File: src/rtl/mat_pkg.sv
// Shared constants, FSM state encoding and position-vector helper for the
// matched-feature centroid stage.
package mat_pkg;

  localparam int FRAME_W = 160;
  localparam int FRAME_H = 120;
  localparam int ADDR_W  = 15;
  localparam int MAX_PTS = 16;
  localparam int MIN_PTS = 4;
  localparam int AVG_W   = 12;

  typedef enum logic [2:0] {
    IDLE,
    LOAD,
    CONV,
    AVGX,
    AVGY,
    DONE
  } state_t;

  function automatic logic [ADDR_W-1:0] entry(input logic [MAX_PTS*ADDR_W-1:0] vec,
                                              input logic [3:0]                  i);
    return vec[ADDR_W*int'(i) +: ADDR_W];
  endfunction

endpackage

File: src/rtl/mat_seqdiv.sv
// Restoring divider, one quotient bit per cycle. nbits_i selects how many low
// dividend bits take part, so one instance serves both wide and narrow divides.
module mat_seqdiv #(
  parameter int W  = 15,
  parameter int CW = $clog2(W + 1)
) (
  input  logic          clk_i,
  input  logic          rst_i,
  input  logic          start_i,
  input  logic [CW-1:0] nbits_i,
  input  logic [W-1:0]  dividend_i,
  input  logic [W-1:0]  divisor_i,
  output logic          done_o,
  output logic [W-1:0]  quotient_o,
  output logic [W-1:0]  remainder_o
);

  logic [W-1:0]  rem_q, rem_d, quo_q, quo_d;
  logic [W-1:0]  src_rem, src_quo;
  logic [W:0]    shifted;
  logic          ge;
  logic [CW-1:0] cnt_q;
  logic          active_q;

  // The issue cycle already retires the first bit, so the result is usable
  // exactly nbits_i cycles after start.
  always_comb begin
    src_rem = start_i ? '0 : rem_q;
    src_quo = start_i ? (dividend_i << (CW'(W) - nbits_i)) : quo_q;
    shifted = {src_rem, src_quo[W-1]};
    ge      = shifted >= {1'b0, divisor_i};
    rem_d   = ge ? W'(shifted - {1'b0, divisor_i}) : shifted[W-1:0];
    quo_d   = {src_quo[W-2:0], ge};
  end

  always_ff @(posedge clk_i) begin
    if (rst_i) begin
      active_q <= 1'b0;
      cnt_q    <= '0;
      rem_q    <= '0;
      quo_q    <= '0;
    end else if (start_i) begin
      active_q <= 1'b1;
      cnt_q    <= nbits_i - 1'b1;
      rem_q    <= rem_d;
      quo_q    <= quo_d;
    end else if (active_q) begin
      if (cnt_q == '0) begin
        active_q <= 1'b0;
      end else begin
        cnt_q <= cnt_q - 1'b1;
        rem_q <= rem_d;
        quo_q <= quo_d;
      end
    end
  end

  assign done_o      = active_q && (cnt_q == '0);
  assign quotient_o  = quo_q;
  assign remainder_o = rem_q;

endmodule

File: src/rtl/mat_centroid.sv
// Centroid of matched feature addresses and its signed offset from frame centre.
// Handshake: start is a one-cycle request taken only in IDLE with isMatching=1; done pulses once per accepted request.
module mat_centroid
  import mat_pkg::*;
(
  input  logic                      clock,
  input  logic                      reset,
  input  logic                      start,
  input  logic                      isMatching,
  input  logic [4:0]                matchCount,
  input  logic [MAX_PTS*ADDR_W-1:0] position,
  output logic                      busy,
  output logic                      done,
  output logic                      posValid,
  output logic [7:0]                centroidX,
  output logic [6:0]                centroidY,
  output logic [8:0]                offsetX,
  output logic [7:0]                offsetY
);

  state_t                    state_q, state_d;
  logic [MAX_PTS*ADDR_W-1:0] pos_q, pos_d;
  logic [4:0]                n_q, n_d, idx_q, idx_d, vcnt_q, vcnt_d;
  logic [11:0]               sum_x_q, sum_x_d;
  logic [10:0]               sum_y_q, sum_y_d;
  logic [7:0]                avg_x_q, avg_x_d;
  logic [6:0]                avg_y_q, avg_y_d;
  logic                      issue_q, issue_d, ok_q, ok_d;
  logic                      busy_q, busy_d, done_q, done_d, valid_q, valid_d;
  logic [7:0]                cx_q, cx_d;
  logic [6:0]                cy_q, cy_d;
  logic [8:0]                ox_q, ox_d;
  logic [7:0]                oy_q, oy_d;

  logic                      div_start, div_done;
  logic [3:0]                div_bits;
  logic [ADDR_W-1:0]         div_a, div_b, div_quo, div_rem;
  logic [4:0]                n_clamp;
  logic [ADDR_W-1:0]         cur_addr;

  assign n_clamp  = (matchCount > 5'(MAX_PTS)) ? 5'(MAX_PTS) : matchCount;
  assign cur_addr = entry(pos_q, idx_q[3:0]);

  always_comb begin
    state_d   = state_q;
    pos_d     = pos_q;
    n_d       = n_q;
    idx_d     = idx_q;
    vcnt_d    = vcnt_q;
    sum_x_d   = sum_x_q;
    sum_y_d   = sum_y_q;
    avg_x_d   = avg_x_q;
    avg_y_d   = avg_y_q;
    issue_d   = issue_q;
    ok_d      = ok_q;
    busy_d    = busy_q;
    done_d    = 1'b0;
    valid_d   = valid_q;
    cx_d      = cx_q;
    cy_d      = cy_q;
    ox_d      = ox_q;
    oy_d      = oy_q;
    div_start = 1'b0;
    div_bits  = 4'(ADDR_W);
    div_a     = cur_addr;
    div_b     = ADDR_W'(FRAME_W);
    case (state_q)
      IDLE: begin
        if (start && isMatching) begin
          state_d = LOAD;
          busy_d  = 1'b1;
          valid_d = 1'b0;
        end
      end
      LOAD: begin
        pos_d   = position;
        n_d     = n_clamp;
        idx_d   = '0;
        vcnt_d  = '0;
        sum_x_d = '0;
        sum_y_d = '0;
        issue_d = 1'b0;
        // Entry 0 is issued straight from the input while it is being latched.
        if (n_clamp >= 5'(MIN_PTS)) begin
          div_start = 1'b1;
          div_a     = entry(position, 4'd0);
          state_d   = CONV;
        end else begin
          ok_d    = 1'b0;
          state_d = DONE;
        end
      end
      CONV: begin
        if (issue_q) begin
          div_start = 1'b1;
          issue_d   = 1'b0;
        end else if (div_done) begin
          if (cur_addr < ADDR_W'(FRAME_W * FRAME_H)) begin
            sum_y_d = sum_y_q + 11'(div_quo);
            sum_x_d = sum_x_q + 12'(div_rem);
            vcnt_d  = vcnt_q + 5'd1;
          end
          idx_d   = idx_q + 5'd1;
          issue_d = 1'b1;
          if (idx_q + 5'd1 == n_q) state_d = AVGX;
        end
      end
      AVGX: begin
        div_bits = 4'(AVG_W);
        div_a    = ADDR_W'(sum_x_q);
        div_b    = ADDR_W'(vcnt_q);
        if (issue_q) begin
          if (vcnt_q < 5'(MIN_PTS)) begin
            ok_d    = 1'b0;
            state_d = DONE;
          end else begin
            div_start = 1'b1;
            issue_d   = 1'b0;
          end
        end else if (div_done) begin
          avg_x_d = 8'(div_quo);
          issue_d = 1'b1;
          state_d = AVGY;
        end
      end
      AVGY: begin
        div_bits = 4'(AVG_W);
        div_a    = ADDR_W'(sum_y_q);
        div_b    = ADDR_W'(vcnt_q);
        if (issue_q) begin
          div_start = 1'b1;
          issue_d   = 1'b0;
        end else if (div_done) begin
          avg_y_d = 7'(div_quo);
          ok_d    = 1'b1;
          state_d = DONE;
        end
      end
      DONE: begin
        done_d  = 1'b1;
        busy_d  = 1'b0;
        valid_d = ok_q;
        cx_d    = ok_q ? avg_x_q : '0;
        cy_d    = ok_q ? avg_y_q : '0;
        ox_d    = ok_q ? ({1'b0, avg_x_q} - 9'(FRAME_W / 2)) : '0;
        oy_d    = ok_q ? ({1'b0, avg_y_q} - 8'(FRAME_H / 2)) : '0;
        state_d = IDLE;
      end
      default: state_d = IDLE;
    endcase
  end

  always_ff @(posedge clock) begin
    if (reset) begin
      state_q <= IDLE;
      pos_q   <= '0;
      n_q     <= '0;
      idx_q   <= '0;
      vcnt_q  <= '0;
      sum_x_q <= '0;
      sum_y_q <= '0;
      avg_x_q <= '0;
      avg_y_q <= '0;
      issue_q <= 1'b0;
      ok_q    <= 1'b0;
      busy_q  <= 1'b0;
      done_q  <= 1'b0;
      valid_q <= 1'b0;
      cx_q    <= '0;
      cy_q    <= '0;
      ox_q    <= '0;
      oy_q    <= '0;
    end else begin
      state_q <= state_d;
      pos_q   <= pos_d;
      n_q     <= n_d;
      idx_q   <= idx_d;
      vcnt_q  <= vcnt_d;
      sum_x_q <= sum_x_d;
      sum_y_q <= sum_y_d;
      avg_x_q <= avg_x_d;
      avg_y_q <= avg_y_d;
      issue_q <= issue_d;
      ok_q    <= ok_d;
      busy_q  <= busy_d;
      done_q  <= done_d;
      valid_q <= valid_d;
      cx_q    <= cx_d;
      cy_q    <= cy_d;
      ox_q    <= ox_d;
      oy_q    <= oy_d;
    end
  end

  mat_seqdiv #(.W(ADDR_W)) u_div (
    .clk_i       (clock),
    .rst_i       (reset),
    .start_i     (div_start),
    .nbits_i     (div_bits),
    .dividend_i  (div_a),
    .divisor_i   (div_b),
    .done_o      (div_done),
    .quotient_o  (div_quo),
    .remainder_o (div_rem)
  );

  assign busy      = busy_q;
  assign done      = done_q;
  assign posValid  = valid_q;
  assign centroidX = cx_q;
  assign centroidY = cy_q;
  assign offsetX   = ox_q;
  assign offsetY   = oy_q;

endmodule

File: config.mk
export PLATFORM = sky130hd
export DESIGN_NAME = mat_centroid
export DESIGN_NICKNAME = d
export VERILOG_FILES = /design/src/rtl/mat_pkg.sv /design/src/rtl/mat_seqdiv.sv /design/src/rtl/mat_centroid.sv
export SDC_FILE = /design/constraint.sdc
export NUM_CORES = 1
export LEC_CHECK = 0
export CAP_MARGIN = 10
export CORE_ASPECT_RATIO = 0.8
export CORE_MARGIN = 8
export CORE_UTILIZATION = 30
export DETAILED_ROUTE_END_ITERATION = 8
export HOLD_SLACK_MARGIN = 0.08
export SYNTH_ARGS = -nofsm -noshare
export SYNTH_HDL_FRONTEND = slang
export SYNTH_SLANG_ARGS = --single-unit
File: constraint.sdc
create_clock -name clock -period 4.25 [get_ports clock]
set_clock_uncertainty 0.05 [all_clocks]
set_input_delay 0.425 -clock clock [delete_from_list [all_inputs] [get_ports clock]]
set_output_delay 0.425 -clock clock [all_outputs]
set_load 0.03 [all_outputs]
==> out/qor.csv <==
metric,value,unit
grt_max_degree,135,
reg2reg_depth,18,
finalWorstSetupSlack,-0.0707,ns
r2r_slack,-0.07,ns
synthTopCellsByArea,"dfxtp_1 43%, nand2_1 13%, a21oi_1 9.7%, mux4_2 9.0%, clkbuf_1 2.8%",
vias,15700,
ys_warn_count,0,
r2r-end,u_div.remainder_o[12],
drc_errors,0,
ys.flop_type,dfxtp_1,
power.leakage,7.89,nW
irDropWorstVdd,0.000293,V
powerDensity,593,mW/mm²
coreArea,0.0563,mm²
fin_crit,4.32,ns
die_h,229,µm
port-buffer-count,283,
netlist.top_cell.by_area,dfxtp_1,
rsz0062_at_grt,true,
wire_per_inst,19.6,µm
placed_area,0.0206,mm²
drive_above_1_share,0.107,
critPathKind,flop to flop,
viasPerCell,5.13,
first_pass_iters,5,
status,"finished, violations left",
min_from,reset,
hold_path.class,input pin to flop,
required,4.58,ns
htreeDepth,2,
numCtsBuffers,41,
die_x,282,µm
min_delay_path_depth,2,
fin_area,0.0223,mm²
drt_iter0_drc,1545,
critPathMaxFanout,8,
maxSlewHeadroom,0.238,
synth_top_area_frac,0.427,
gr-total-overflow,0,
slew_violations,0,
routed_wl,60100,µm
routabilityCongestion,0.908,
gr-usage-all-layers,0.179,
cts_max_path_buffers,3,
worstHoldEndpoint,pos_q[20],
clock_latency,0.57,ns
io_pins,284,
synth_most_common_cell,nand2_1,
die_area,0.0645,mm²
synth-seq-cells,362,
grt_pass1_vias,15300,
synth_edf_count,0,
dp_hpwl,44500,µm
ys_top_cells_by_count,"572 x nand2_1, 362 x dfxtp_1, 328 x a21oi_1",
start_util,0.301,
syn-instance-count,2031,
drv_cap,0,
cp-end-kind,flop,
syn_area,0.0170,mm²
clockRootBuffer,clkbuf_16,
r2r_start,idx_q[0],
grt_antenna_before_repair,6,
synth.distinct_cells,71,
nNetsFinal,2556,
worstSetupStartpointType,flop,
clk_pin_slew_worst_paths,0.06,ns
tns,-0.147,ns
cts.sinks,362,
cp.arrival,4.65,ns
setup_viol,5,
rows,78,
synthToLayoutAreaGrowth,31.2,%
synth-async-reset-ratio,0,
max_freq,231,MHz
avgSynthCellArea,8.36,µm²
violations,setup timing,
ant_nets,0,
period_share,1.02,
dp_slack,-0.217,ns
grt_pass1_wl,91200,µm
finalHoldViolations,0,
syn-num-nets,2317,
ys_seq_area_frac,0.427,
cts_tree,done,
worstMarginPinSlew,1.14,ns
[per-layer routing]
| metal | GRT usage | wire (µm) |
|---|---|---|
| met4 | 0.0430 | 1130 |
| met5 | 0 | 0 |
| met3 | 0.0382 | 4660 |
| met1 | 0.260 | 28200 |
| met2 | 0.267 | 26100 |
[power breakdown]
group	leakage, nW	internal, mW	switching [mW]	total, mW
Clock	0.699	2.22	1.50	3.72
Combinational	4.24	1.95	2.92	4.87
Sequential	2.95	4.11	0.502	4.61
Total	7.89	8.28	4.92	13.2
[worst max path at each step]
stage,to,start,depth (start not counted),slack [ns]
finish,u_div.remainder_o[12],idx_q[0],18,-0.07
CTS,u_div.remainder_o[12],idx_q[0],19,-0.1
floorplan,u_div.remainder_o[13],idx_q[0],19,0.10
global placement,u_div.remainder_o[12],idx_q[0],19,-0.13
global route,u_div.remainder_o[12],idx_q[0],18,-0.24
detailed placement,u_div.remainder_o[12],matchCount[4],19,-0.22
[area by class of cell]
cell class	instances	area [µm²]
Fill cell	5585	34100
Multi-Input combinational cell	1487	9140
Sequential cell	362	7250
Timing Repair Buffer	353	3400
Clock buffer	56	1190
Tap cell	760	951
Clock inverter	18	221
Inverter	25	93.8
Antenna cell	2	5.00
[state kept, by name (all words and copies together), names as in the netlist, 3 cells and up]
register,flops
pos_q,240
u_div.quotient_o,15
u_div.remainder_o,15
sum_x_q,12
sum_y_q,11
avg_x_q,8
centroidX,8
avg_y_q,7
centroidY,7
offsetY,6
idx_q,5
n_q,5
offsetX,5
vcnt_q,5
u_div.cnt_q,4
state_q,3
[cell families (layout without fill, tap and decap cells)]
logic type / count (synthesis) / in the layout / synth area share
AOI/OAI and AO/OA: 478 / 479 / 0.163
xor gates and xnor gates: 38 / 38 / 0.0196
adders and majority gates: 37 / 37 / 0.0286
buffers and inverters: 183 / 452 / 0.0439
DFF: 362 / 362 / 0.427
muxes: 111 / 111 / 0.116
other: 0 / 2 / 0
and+or+nand+nor: 822 / 822 / 0.202
[worst max-delay path: stages (launching register included)]
cell      delay, ns
dfxtp_4        0.43
mux4_2         0.54
a22o_1         0.25
a221oi_4       0.23
a21oi_2        0.06
a221oi_2       0.22
a21oi_1        0.11
mux2i_1        0.24
ha_2           0.25
fa_2           0.21
nor2b_1        0.05
o21ai_1        0.17
a21boi_1       0.11
o21a_2         0.22
o31a_1         0.30
buf_4          0.16
nor3_4         0.20
mux2i_1        0.24
a221oi_1       0.10
[per-stage QoR]
stage                     power (mW)  cells  hold slack, ns  utilization
final                           13.2   3063           0.296        0.395
after global routing            14.0   3062           0.341        0.395
after CTS                       13.0   3054           0.320        0.392
after detailed placement        9.24   2978           0.394        0.366
after global placement          9.13   2978           0.389        0.366
after floorplan                 7.67   2031           0.383            -
[layout by cell type (no fill, tap or decap), types with 6 or more instances in the layout]
master and n:
clkdlybuf4s50_1 282, o21ai_0 20, nor3b_1 7, nand2_1 572
nor2_1 94, and2_1 11, inv_1 25, o21a_1 6
buf_4 64, o21ai_1 14, or3_1 6, a221oi_1 19
nand3_1 57, xor2_1 14, a211oi_1 12, a311oi_1 7
clkbuf_16 42, dfxtp_1 360, nor3_1 23, nor2b_1 11
a21oi_1 326, mux2i_1 37, clkinv_2 8, mux4_2 68
a2bb2oi_1 6, mux2_2 6, xnor2_1 24, ha_1 33
a21o_1 10, nand4_1 7, clkbuf_8 9
[timing repair]
| action | 4_1_cts | 5_1_grt |
|---|---|---|
| endpoints found under the setup margin | 15 | 16 |
| setup buffers | 2 | 6 |
| pin swaps | 2 | 21 |
| resized for setup | 8 | 21 |
| gates cloned | 0 | 1 |
| hold buffers | 0 | 0 |
No activity file was read; power rests on OpenSTA's default activity.
